File: config.mk
export PLATFORM = sky130hd
export DESIGN_NAME = weight_wr_ctrl
export DESIGN_NICKNAME = d
export VERILOG_FILES = /design/src/rtl/weight_wr_ctrl.sv
export SDC_FILE = /design/constraint.sdc
export NUM_CORES = 1
export LEC_CHECK = 0
export CAP_MARGIN = 20
export CORE_UTILIZATION = 55
export CTS_BUF_LIST = sky130_fd_sc_hd__clkbuf_8
export DETAILED_ROUTE_END_ITERATION = 7
export PLACE_DENSITY = 0.94
export SYNTH_ARGS = -nofsm -noshare
export SYNTH_HDL_FRONTEND = slang
export SYNTH_SLANG_ARGS = --single-unit
File: constraint.sdc
create_clock -name CLK -period 3.9 [get_ports CLK]
set_clock_uncertainty 0.1 [all_clocks]
set_input_delay 0.78 -clock CLK [delete_from_list [all_inputs] [get_ports CLK]]
set_output_delay 0.78 -clock CLK [all_outputs]
set_load 0.005 [all_outputs]
File: src/rtl/weight_wr_ctrl.sv
// weight_wr_ctrl
//   Producer-side controller for the weight-store load path. Packs PARAM_S
//   weights per kernel row into one MSB-justified FIFO word. It writes PARAM_R
//   words into the weight-input FIFO, then requests a weight-store load.
//
// Optional feature macro: WEIGHT_WR_STALL_CNT_EN (adds STALL_CNT output).
//
// Ports:
//   CLK, RESET          clock, synchronous active-high reset
//   START, ABORT        begin a load (IDLE only) / cancel and flush the FIFO
//   PARAM_R, PARAM_S    kernel rows / columns, latched on START
//   W_VALID, W_DATA     weight stream in
//   W_READY             weight stream ready (combinational, high in PACK)
//   FIFO_WR_CMD         FIFO write strobe (combinational, WRITE && !FIFO_FULL)
//   FIFO_WR_DATA        packed row word (registered)
//   FIFO_FULL           FIFO full flag
//   CLEAR_FIFO          FIFO flush, high for two cycles after ABORT
//   LOAD_WS, WS_FULL    weight-store load request / consumer full indication
//   BUSY, DONE, ERR     status: not idle / load complete / illegal START
//   STALL_CNT           cycles spent in WRITE with FIFO_FULL (macro only)

module weight_wr_ctrl #(
  parameter int INPUT_WIDTH  = 32,
  parameter int WEIGHT_WIDTH = 8,
  parameter int MAX_R        = 5
) (
  input  logic                    CLK,
  input  logic                    RESET,
  input  logic                    START,
  input  logic                    ABORT,
  input  logic [3:0]              PARAM_R,
  input  logic [3:0]              PARAM_S,
  input  logic                    W_VALID,
  input  logic [WEIGHT_WIDTH-1:0] W_DATA,
  output logic                    W_READY,
  output logic                    FIFO_WR_CMD,
  output logic [INPUT_WIDTH-1:0]  FIFO_WR_DATA,
  input  logic                    FIFO_FULL,
  output logic                    CLEAR_FIFO,
  output logic                    LOAD_WS,
  input  logic                    WS_FULL,
  output logic                    BUSY,
  output logic                    DONE,
  output logic                    ERR
`ifdef WEIGHT_WR_STALL_CNT_EN
  ,
  output logic [15:0]             STALL_CNT
`endif
);

  localparam int         LP_BYTES = INPUT_WIDTH / WEIGHT_WIDTH;
  localparam int         LP_IW    = $clog2(INPUT_WIDTH);
  localparam logic [3:0] LP_MAX_R = 4'(MAX_R);
  localparam logic [3:0] LP_MAX_S = 4'(LP_BYTES);

  typedef enum logic [2:0] {
    ST_IDLE,
    ST_PACK,
    ST_WRITE,
    ST_LOAD,
    ST_FLUSH
  } state_t;

  state_t                 r_state;
  state_t                 w_next;

  logic [3:0]             r_r;
  logic [3:0]             r_s;
  logic [3:0]             r_row;
  logic [3:0]             r_k;
  logic [INPUT_WIDTH-1:0] r_word;
  logic                   r_flush_cnt;

  logic                   r_clear;
  logic                   r_load_ws;
  logic                   r_busy;
  logic                   r_done;
  logic                   r_err;

  logic                   w_legal;
  logic                   w_accept;
  logic                   w_hs;
  logic                   w_wr;
  logic                   w_k_last;
  logic [3:0]             w_row_inc;
  logic [LP_IW-1:0]       w_lsb;

  assign w_legal   = (PARAM_R != 4'd0) && (PARAM_R <= LP_MAX_R) &&
                     (PARAM_S != 4'd0) && (PARAM_S <= LP_MAX_S);
  assign w_accept  = (r_state == ST_IDLE) && START && w_legal;
  assign w_hs      = (r_state == ST_PACK) && W_VALID;
  assign w_wr      = (r_state == ST_WRITE) && !FIFO_FULL;
  assign w_k_last  = (r_k == (r_s - 4'd1));
  assign w_row_inc = r_row + 4'd1;
  // Byte k sits at the top of the word: lsb = W - WW - k*WW.
  assign w_lsb     = LP_IW'(INPUT_WIDTH - WEIGHT_WIDTH - int'(r_k) * WEIGHT_WIDTH);

  assign W_READY      = (r_state == ST_PACK);
  assign FIFO_WR_CMD  = w_wr;
  assign FIFO_WR_DATA = r_word;
  assign CLEAR_FIFO   = r_clear;
  assign LOAD_WS      = r_load_ws;
  assign BUSY         = r_busy;
  assign DONE         = r_done;
  assign ERR          = r_err;

  always_comb begin
    w_next = r_state;
    unique case (r_state)
      ST_IDLE: begin
        if (w_accept) w_next = ST_PACK;
      end
      ST_PACK: begin
        if (ABORT)                  w_next = ST_FLUSH;
        else if (w_hs && w_k_last)  w_next = ST_WRITE;
      end
      ST_WRITE: begin
        if (ABORT)     w_next = ST_FLUSH;
        else if (w_wr) w_next = (w_row_inc == r_r) ? ST_LOAD : ST_PACK;
      end
      ST_LOAD: begin
        if (ABORT)        w_next = ST_FLUSH;
        else if (WS_FULL) w_next = ST_IDLE;
      end
      ST_FLUSH: begin
        if (r_flush_cnt) w_next = ST_IDLE;
      end
      default: w_next = ST_IDLE;
    endcase
  end

  always_ff @(posedge CLK) begin
    if (RESET) begin
      r_state     <= ST_IDLE;
      r_r         <= '0;
      r_s         <= '0;
      r_row       <= '0;
      r_k         <= '0;
      r_word      <= '0;
      r_flush_cnt <= 1'b0;
      r_clear     <= 1'b0;
      r_load_ws   <= 1'b0;
      r_busy      <= 1'b0;
      r_done      <= 1'b0;
      r_err       <= 1'b0;
    end else begin
      r_state     <= w_next;
      r_busy      <= (w_next != ST_IDLE);
      r_load_ws   <= (w_next == ST_LOAD);
      r_clear     <= (w_next == ST_FLUSH);
      r_done      <= (r_state == ST_LOAD) && (w_next == ST_IDLE);
      r_err       <= (r_state == ST_IDLE) && START && !w_legal;
      r_flush_cnt <= (r_state == ST_FLUSH) ? ~r_flush_cnt : 1'b0;

      unique case (r_state)
        ST_IDLE: begin
          if (w_accept) begin
            r_r    <= PARAM_R;
            r_s    <= PARAM_S;
            r_row  <= '0;
            r_k    <= '0;
            r_word <= '0;
          end
        end
        ST_PACK: begin
          if (w_hs) begin
            r_word[w_lsb +: WEIGHT_WIDTH] <= W_DATA;
            r_k                           <= r_k + 4'd1;
          end
        end
        ST_WRITE: begin
          if (w_wr) begin
            r_row  <= w_row_inc;
            r_k    <= '0;
            r_word <= '0;
          end
        end
        default: ;
      endcase
    end
  end

`ifdef WEIGHT_WR_STALL_CNT_EN
  logic [15:0] r_stall;

  always_ff @(posedge CLK) begin
    if (RESET) begin
      r_stall <= '0;
    end else if (w_accept) begin
      r_stall <= '0;
    end else if ((r_state == ST_WRITE) && FIFO_FULL && (r_stall != '1)) begin
      r_stall <= r_stall + 16'd1;
    end
  end

  assign STALL_CNT = r_stall;
`endif

endmodule

==> results of run 1 <==
flip-flops by register name, summed over array words and instances, names as in the netlist, 3 cells and up:
name	cells
r_r	4
r_s	4
r_state	3
r_k	4
r_row	4
FIFO_WR_DATA	32
power by group:
group,switching (uW),leakage (uW),internal (uW)
clock,235,0.0000911,261
sequential,2.91,0.000459,585
combinational,55.8,0.000657,37.9
total,294,0.00121,884
Yosys cell counts (2+ instances only):
cell       n
xnor2_1    7
ha_1       7
a21oi_1   28
a22o_1    15
or3_1      3
nor2b_1    3
o31a_1     2
nor2_1    21
inv_1      6
nor3_2     2
nand4_1    2
or4_1     17
clkbuf_1  13
nand2_1   26
and3_1     7
mux2i_1    6
nor3_1     5
a31oi_1    2
buf_2      5
o31ai_1   19
dfxtp_1   57
nand3_1    5
o21ai_0    2
a311oi_1   4
xor2_1     6
a211oi_1   2
layout make-up:
type	count	area, um2
clock buffer	11	151.4
multi-input combinational	207	1415
clock inverter	5	30.03
fill	291	1035
timing repair buffer	65	640.6
tap	52	65.06
sequential	57	1141
inverter	7	26.28
cell families (layout without fill, tap and decap cells):
logic type | Yosys count | after routing | share of synthesized area, %
xor gates and xnor gates | 13 | 13 | 4.274
muxes | 6 | 6 | 2.255
adders and majority gates | 7 | 7 | 3.288
DFF | 57 | 57 | 42.84
and+or+nand+nor | 99 | 99 | 20.62
AOI/OAI and AO/OA | 82 | 82 | 22.26
buffers and inverters | 27 | 88 | 4.462
per-stage QoR:
step | total power, uW | std cells
after floorplan | 646.8 | 291
after global routing | 1213 | 404
after CTS | 1176 | 404
after global placement | 689.4 | 388
after detailed placement | 692.3 | 388
final | 1178 | 404
worst max-delay path, stage by stage:
cell and delay, ns:
clkdlybuf4s50_1 0.47, nor2_1 0.33, clkdlybuf4s50_1 0.57
path summary, 6_finish.rpt:
kind / start / endpoint / slack [ns] / cells after the start
worst max register to register: r_k[0] / FIFO_WR_DATA[20] / 1.29 / 6
worst min-delay path: FIFO_WR_DATA[27] / FIFO_WR_DATA[27] / 0.37 / 2
worst min register to register: FIFO_WR_DATA[27] / FIFO_WR_DATA[27] / 0.37 / 2
worst max-delay path: FIFO_FULL / FIFO_WR_CMD / 0.87 / 3
routing by layer:
metal	global-route usage, %	routed length [um]	up-vias
met4	15.25	139	0
met2	42.22	3321	99
met1	36.73	3100	1198
li1	-	-	1192
met3	5.767	425	14
met5	0	0	-
==> flow_summary.html, run 1 <==
<table>
<tr><th>Metric</th><th>Value</th></tr>
<tr><th colspan="2">CTS</th></tr>
<tr><td>Hold-fix buffer count after cts</td><td>0</td></tr>
<tr><td>CTS clock-pin slew for the worst setup and hold paths</td><td>0.07 ns</td></tr>
<tr><td># H-tree levels</td><td>3</td></tr>
<tr><td>Number of CTS-inserted buffers</td><td>9</td></tr>
<tr><td>Num Clock Sinks</td><td>57</td></tr>
<tr><td>TritonCTS clock tree</td><td>yes</td></tr>
<tr><td># resized after CTS</td><td>0</td></tr>
<tr><td>Clk root buf</td><td>clkbuf_8</td></tr>
<tr><td># Post-CTS Setup Buffers</td><td>0</td></tr>
<tr><td>Maximum count of clock buffers along a single path</td><td>2</td></tr>
<tr><td>Clk Latency, worst-skew pair</td><td>0.34 ns</td></tr>
<tr><th colspan="2">Yosys</th></tr>
<tr><td>Net count after synthesis</td><td>321</td></tr>
<tr><td>Mapped Avg Cell Area</td><td>9.154 um2</td></tr>
<tr><td>FFs w/ async S/R, synth</td><td>0%</td></tr>
<tr><td>Fraction of post-synthesis cell area in the top cell type by area</td><td>42.84%</td></tr>
<tr><td>Cell count after synthesis</td><td>291</td></tr>
<tr><td>Number of enable-type register cells in the synthesized netlist</td><td>0</td></tr>
<tr><td>Main area contributors after synthesis</td><td>dfxtp_1 43%, o31ai_1 5.4%, a21oi_1 5.3%</td></tr>
<tr><td>Cell area after synthesis</td><td>2664 um2</td></tr>
<tr><td>Number of warnings issued by yosys</td><td>0</td></tr>
<tr><td>Post-synthesis cell type with the largest combined area</td><td>dfxtp_1</td></tr>
<tr><td>Fraction of the yosys area taken by sequential cells</td><td>42.84%</td></tr>
<tr><td>Distinct cell type count of the synthesized netlist</td><td>45</td></tr>
<tr><td>Most frequently used flop master after synthesis</td><td>dfxtp_1</td></tr>
<tr><td>Seq cells post-synth</td><td>57</td></tr>
<tr><th colspan="2">Timing</th></tr>
<tr><td>Relative max-transition margin</td><td>30.42%</td></tr>
<tr><td>Max Transition Viols Final</td><td>0</td></tr>
<tr><td>Final setup margin</td><td>0.8660 ns</td></tr>
<tr><td>Final hold vios</td><td>0</td></tr>
<tr><td>Post-layout minimum cycle time</td><td>3.034 ns</td></tr>
<tr><td>Slew @ Worst Pin</td><td>1.044 ns</td></tr>
<tr><td>Highest clock frequency the design can meet</td><td>0.3296 GHz</td></tr>
<tr><td>TNS Setup</td><td>0 ns</td></tr>
<tr><td>Fraction of the cycle the final worst path needs</td><td>77.80%</td></tr>
<tr><td>Unrepaired setup endpoints after global routing</td><td>no</td></tr>
<tr><td>Final-layout worst hold slack</td><td>0.3691 ns</td></tr>
<tr><td>Final setup violating endpoints</td><td>0</td></tr>
<tr><th colspan="2">Place</th></tr>
<tr><td>Area after detailed placement</td><td>3288 um2</td></tr>
<tr><td>Port Buffer Count</td><td>61</td></tr>
<tr><td>Pre-CTS setup slack</td><td>0.7764 ns</td></tr>
<tr><td>Routability congestion estimate</td><td>0.8899</td></tr>
<tr><td>Final HPWL from detailed placement</td><td>4.788 mm</td></tr>
<tr><th colspan="2">Die</th></tr>
<tr><td>Area of the core</td><td>4504 um2</td></tr>
<tr><td>Overall die area</td><td>5126 um2</td></tr>
<tr><td>Die height</td><td>71.60 um</td></tr>
<tr><td>DIE WIDTH</td><td>71.60 um</td></tr>
<tr><td>Initial standard-cell utilization of the core</td><td>59.14%</td></tr>
<tr><td>Ports placed on the boundary</td><td>62</td></tr>
<tr><td>FP Rows</td><td>24</td></tr>
<tr><th colspan="2">Final layout</th></tr>
<tr><td>Synthesis-to-finish area growth</td><td>30.25%</td></tr>
<tr><td>Antenna diodes</td><td>0</td></tr>
<tr><td>Most frequent cells in the layout</td><td>61 x clkdlybuf4s50_1, 57 x dfxtp_1, 28 x a21oi_1, 26 x nand2_1, 21 x nor2_1</td></tr>
<tr><td>Layout cells sized above 1</td><td>8.239%</td></tr>
<tr><td>Share of the core filled with cells in the final layout</td><td>77.03%</td></tr>
<tr><td>Final standard cell area without fillers</td><td>3470 um2</td></tr>
<tr><td>NumNets Final</td><td>377</td></tr>
<tr><td>Commonest non-fill, non-tap cell in the layout</td><td>clkdlybuf4s50_1</td></tr>
<tr><th colspan="2">Setup path</th></tr>
<tr><td>Category of the most critical setup path</td><td>input port to output port</td></tr>
<tr><td>Worst Path Arrival</td><td>2.15 ns</td></tr>
<tr><td>Maximum net fanout on the critical path</td><td>6</td></tr>
<tr><td>Data required time of the worst path</td><td>3.02 ns</td></tr>
<tr><td>Startpoint types</td><td>input port</td></tr>
<tr><td>Critical path endpoint category</td><td>output port</td></tr>
<tr><th colspan="2">Power</th></tr>
<tr><td>Standby leakage power</td><td>0.001208 uW</td></tr>
<tr><td>Maximum VDD drop</td><td>0.2578 mV</td></tr>
<tr><td>Pwr dens</td><td>339.5 nW/um2</td></tr>
<tr><th colspan="2">Status</th></tr>
<tr><td>Result of the run</td><td>completed</td></tr>
<tr><th colspan="2">Route</th></tr>
<tr><td>Remaining DRCs</td><td>0</td></tr>
<tr><td>Routed vias/inst</td><td>6.196</td></tr>
<tr><td>Number of vias in the routed layout</td><td>2503</td></tr>
<tr><td>DR pass1 iterations</td><td>4</td></tr>
<tr><td>Initial drt markers</td><td>178</td></tr>
<tr><td>Detail-routed net length per standard cell</td><td>17.29 um</td></tr>
<tr><td>Sum of routed wire length over all layers</td><td>6.986 mm</td></tr>
<tr><td>Remaining antenna violation count after routing</td><td>0</td></tr>
<tr><th colspan="2">Global routing</th></tr>
<tr><td>First-pass GRT wire length</td><td>10.84 mm</td></tr>
<tr><td>Initial antenna violation count</td><td>0</td></tr>
<tr><td>Gr usage total</td><td>27.63%</td></tr>
<tr><td>Global route overflow</td><td>0</td></tr>
<tr><td>Number of global-route vias before repair</td><td>2258</td></tr>
<tr><td>Pin count of the biggest net entering global routing</td><td>41</td></tr>
<tr><th colspan="2">Min path</th></tr>
<tr><td>Classification of the worst-slack hold path</td><td>flip-flop to flip-flop</td></tr>
<tr><th colspan="2">Flow run</th></tr>
<tr><td>Count of maximum capacitance violations</td><td>0</td></tr>
</table>
No activity file was read; power rests on OpenSTA's default activity.
==> inputs of run 2 (changes only) <==
--- a/config.mk
+++ b/config.mk
@@ -6,10 +6,10 @@
 export NUM_CORES = 1
 export LEC_CHECK = 0
 export CAP_MARGIN = 20
-export CORE_UTILIZATION = 55
+export CORE_UTILIZATION = 52
 export CTS_BUF_LIST = sky130_fd_sc_hd__clkbuf_8
 export DETAILED_ROUTE_END_ITERATION = 7
-export PLACE_DENSITY = 0.94
+export PLACE_DENSITY = 0.9
 export SYNTH_ARGS = -nofsm -noshare
 export SYNTH_HDL_FRONTEND = slang
 export SYNTH_SLANG_ARGS = --single-unit
==> constraint.sdc (replaced) <==
create_clock -name CLK -period 3.1 [get_ports CLK]
set_clock_uncertainty 0.1 [all_clocks]
set_input_delay 0.62 -clock CLK [delete_from_list [all_inputs] [get_ports CLK]]
set_output_delay 0.62 -clock CLK [all_outputs]
set_load 0.005 [all_outputs]
==> flow_summary.html, run 2 (synthesis results as in run 1) <==
<table>
<tr><th>Metric</th><th>Value</th></tr>
<tr><th colspan="2">Status</th></tr>
<tr><td>Result of the run</td><td>completed</td></tr>
<tr><th colspan="2">Power</th></tr>
<tr><td>Maximum VDD drop</td><td>0.2698 mV</td></tr>
<tr><td>Standby leakage power</td><td>0.001234 uW</td></tr>
<tr><td>Pwr dens</td><td>407.4 nW/um2</td></tr>
<tr><th colspan="2">Setup path</th></tr>
<tr><td>Startpoint types</td><td>flip-flop</td></tr>
<tr><td>Critical path destination</td><td>W_READY</td></tr>
<tr><td>Maximum net fanout on the critical path</td><td>11</td></tr>
<tr><td>Launch instance of the worst register-to-register path</td><td>r_k[0]</td></tr>
<tr><td>RR Endpoint</td><td>FIFO_WR_DATA[16]</td></tr>
<tr><td>Worst Path Arrival</td><td>2.15 ns</td></tr>
<tr><td>Slack of the worst reg-to-reg path</td><td>0.48 ns</td></tr>
<tr><td>Logic depth of the worst register-to-register path</td><td>6</td></tr>
<tr><td>Category of the most critical setup path</td><td>flip-flop to output port</td></tr>
<tr><td>Data required time of the worst path</td><td>2.38 ns</td></tr>
<tr><td>Critical path endpoint category</td><td>output port</td></tr>
<tr><td>Worst setup path startpoint</td><td>r_state[0]</td></tr>
<tr><th colspan="2">Die</th></tr>
<tr><td>Ports placed on the boundary</td><td>62</td></tr>
<tr><td>FP Rows</td><td>25</td></tr>
<tr><td>Initial standard-cell utilization of the core</td><td>55.30%</td></tr>
<tr><td>DIE WIDTH</td><td>73.58 um</td></tr>
<tr><td>Overall die area</td><td>5413 um2</td></tr>
<tr><td>Area of the core</td><td>4817 um2</td></tr>
<tr><td>Die height</td><td>73.58 um</td></tr>
<tr><th colspan="2">Final layout</th></tr>
<tr><td>Layout cells sized above 1</td><td>7.910%</td></tr>
<tr><td>Commonest non-fill, non-tap cell in the layout</td><td>clkdlybuf4s50_1</td></tr>
<tr><td>Footprint of the multi-input gates</td><td>1415 um2</td></tr>
<tr><td>Antenna diodes</td><td>0</td></tr>
<tr><td>Share of the core filled with cells in the final layout</td><td>72.70%</td></tr>
<tr><td>Synthesis-to-finish area growth</td><td>31.47%</td></tr>
<tr><td>Most frequent cells in the layout</td><td>61 x clkdlybuf4s50_1, 57 x dfxtp_1, 28 x a21oi_1, 26 x nand2_1, 21 x nor2_1</td></tr>
<tr><td>NumNets Final</td><td>379</td></tr>
<tr><td>Final instance count without filler cells</td><td>421</td></tr>
<tr><td>Max reg flops</td><td>32</td></tr>
<tr><td>Count of filler cells inserted in the layout</td><td>370</td></tr>
<tr><td>Register area</td><td>1141 um2</td></tr>
<tr><th colspan="2">Global routing</th></tr>
<tr><td>GR Util met2</td><td>40.77%</td></tr>
<tr><td>Pin count of the biggest net entering global routing</td><td>41</td></tr>
<tr><td>Gr usage total</td><td>26.58%</td></tr>
<tr><td>Initial antenna violation count</td><td>0</td></tr>
<tr><td>First-pass GRT wire length</td><td>10.86 mm</td></tr>
<tr><td>Routing usage on met3</td><td>5.761%</td></tr>
<tr><td>Met1 GRT Util</td><td>36.01%</td></tr>
<tr><td>Number of global-route vias before repair</td><td>2235</td></tr>
<tr><td>Global route overflow</td><td>0</td></tr>
<tr><td>Busiest layer in global routing</td><td>met2</td></tr>
<tr><th colspan="2">Timing</th></tr>
<tr><td>Unrepaired setup endpoints after global routing</td><td>no</td></tr>
<tr><td>Slew @ Worst Pin</td><td>1.075 ns</td></tr>
<tr><td>Relative max-transition margin</td><td>28.30%</td></tr>
<tr><td>Post-layout minimum cycle time</td><td>2.872 ns</td></tr>
<tr><td>Final setup violating endpoints</td><td>0</td></tr>
<tr><td>TNS Setup</td><td>0 ns</td></tr>
<tr><td>Max Transition Viols Final</td><td>0</td></tr>
<tr><td>Highest clock frequency the design can meet</td><td>0.3482 GHz</td></tr>
<tr><td>Final hold vios</td><td>0</td></tr>
<tr><td>Fraction of the cycle the final worst path needs</td><td>92.64%</td></tr>
<tr><th colspan="2">Place</th></tr>
<tr><td>Routability congestion estimate</td><td>0.8123</td></tr>
<tr><td>Port Buffer Count</td><td>61</td></tr>
<tr><td>Final HPWL from detailed placement</td><td>4.666 mm</td></tr>
<tr><td>Cell count after placement</td><td>404</td></tr>
<tr><th colspan="2">Route</th></tr>
<tr><td>Initial drt markers</td><td>220</td></tr>
<tr><td>DR pass1 iterations</td><td>4</td></tr>
<tr><td>Sum of routed wire length over all layers</td><td>6.855 mm</td></tr>
<tr><td>Remaining DRCs</td><td>0</td></tr>
<tr><td>Detail-routed net length per standard cell</td><td>16.28 um</td></tr>
<tr><td>Remaining antenna violation count after routing</td><td>0</td></tr>
<tr><td>Routed vias/inst</td><td>5.976</td></tr>
<tr><td>Number of vias in the routed layout</td><td>2516</td></tr>
<tr><th colspan="2">CTS</th></tr>
<tr><td># resized after CTS</td><td>0</td></tr>
<tr><td>Number of CTS-inserted buffers</td><td>9</td></tr>
<tr><td>Clk Latency, worst-skew pair</td><td>0.34 ns</td></tr>
<tr><td>Maximum count of clock buffers along a single path</td><td>2</td></tr>
<tr><td>TritonCTS clock tree</td><td>yes</td></tr>
<tr><td>Clk root buf</td><td>clkbuf_8</td></tr>
<tr><td>Num Clock Sinks</td><td>57</td></tr>
<tr><td>CTS clock-pin slew for the worst setup and hold paths</td><td>0.06 ns</td></tr>
<tr><td># Post-CTS Setup Buffers</td><td>0</td></tr>
<tr><td>Hold-fix buffer count after cts</td><td>0</td></tr>
<tr><td># H-tree levels</td><td>3</td></tr>
<tr><th colspan="2">Flow run</th></tr>
<tr><td>Count of maximum capacitance violations</td><td>0</td></tr>
<tr><th colspan="2">Min path</th></tr>
<tr><td>Min-delay src</td><td>FIFO_WR_DATA[26]</td></tr>
<tr><td>Classification of the worst-slack hold path</td><td>flip-flop to flip-flop</td></tr>
</table>
## run 2: cell type report
class | instances | area share [%]
multi-input cells | 207 | 40.41
flip-flops and latches | 57 | 32.58
repair buffers | 67 | 19.44
clock buffers | 9 | 3.537
well taps | 67 | 2.394
clock inverters | 7 | 0.8932
inverters | 7 | 0.7503
## run 2: critical path, stage by stage (launching register included)
cell	delay (ns)
dfxtp_1	0.52
or3b_1	0.58
inv_2	0.20
clkdlybuf4s50_1	0.52
## run 2: worst min-delay path by stage
stage | cells after the start | to | slack [ns]
CTS | 2 | FIFO_WR_DATA[25] | 0.37
global placement | 2 | FIFO_WR_DATA[30] | 0.35
global route | 2 | FIFO_WR_DATA[24] | 0.37
finish | 2 | FIFO_WR_DATA[26] | 0.37
floorplan | 2 | FIFO_WR_DATA[0] | 0.36
detailed placement | 2 | FIFO_WR_DATA[25] | 0.36
## run 2: layer usage
| layer | vias up | wire, um |
|---|---|---|
| li1 | 1210 | - |
| met4 | 0 | 126 |
| met3 | 15 | 410 |
| met1 | 1204 | 3028 |
| met2 | 87 | 3289 |
| met5 | - | 0 |
## run 2: stage by stage
stage | hold WS, ns | setup WS, ns | power, uW | cell area (um2)
finish | 0.3661 | 0.2283 | 1427 | 3502
global route | 0.3742 | 0.1255 | 1469 | 3502
CTS | 0.3693 | 0.2379 | 1428 | 3495
detailed placement | 0.3588 | 0.2901 | 878.0 | 3339
global placement | 0.3508 | 0.3410 | 875.5 | 3339
floorplan | 0.3603 | 0.9303 | 813.7 | 2664
## run 2: power breakdown
group          internal [uW]  total (uW)  switching (uW)
Combinational           53.9         125            71.1
Clock                    275         562             287
Sequential               736         740            3.66
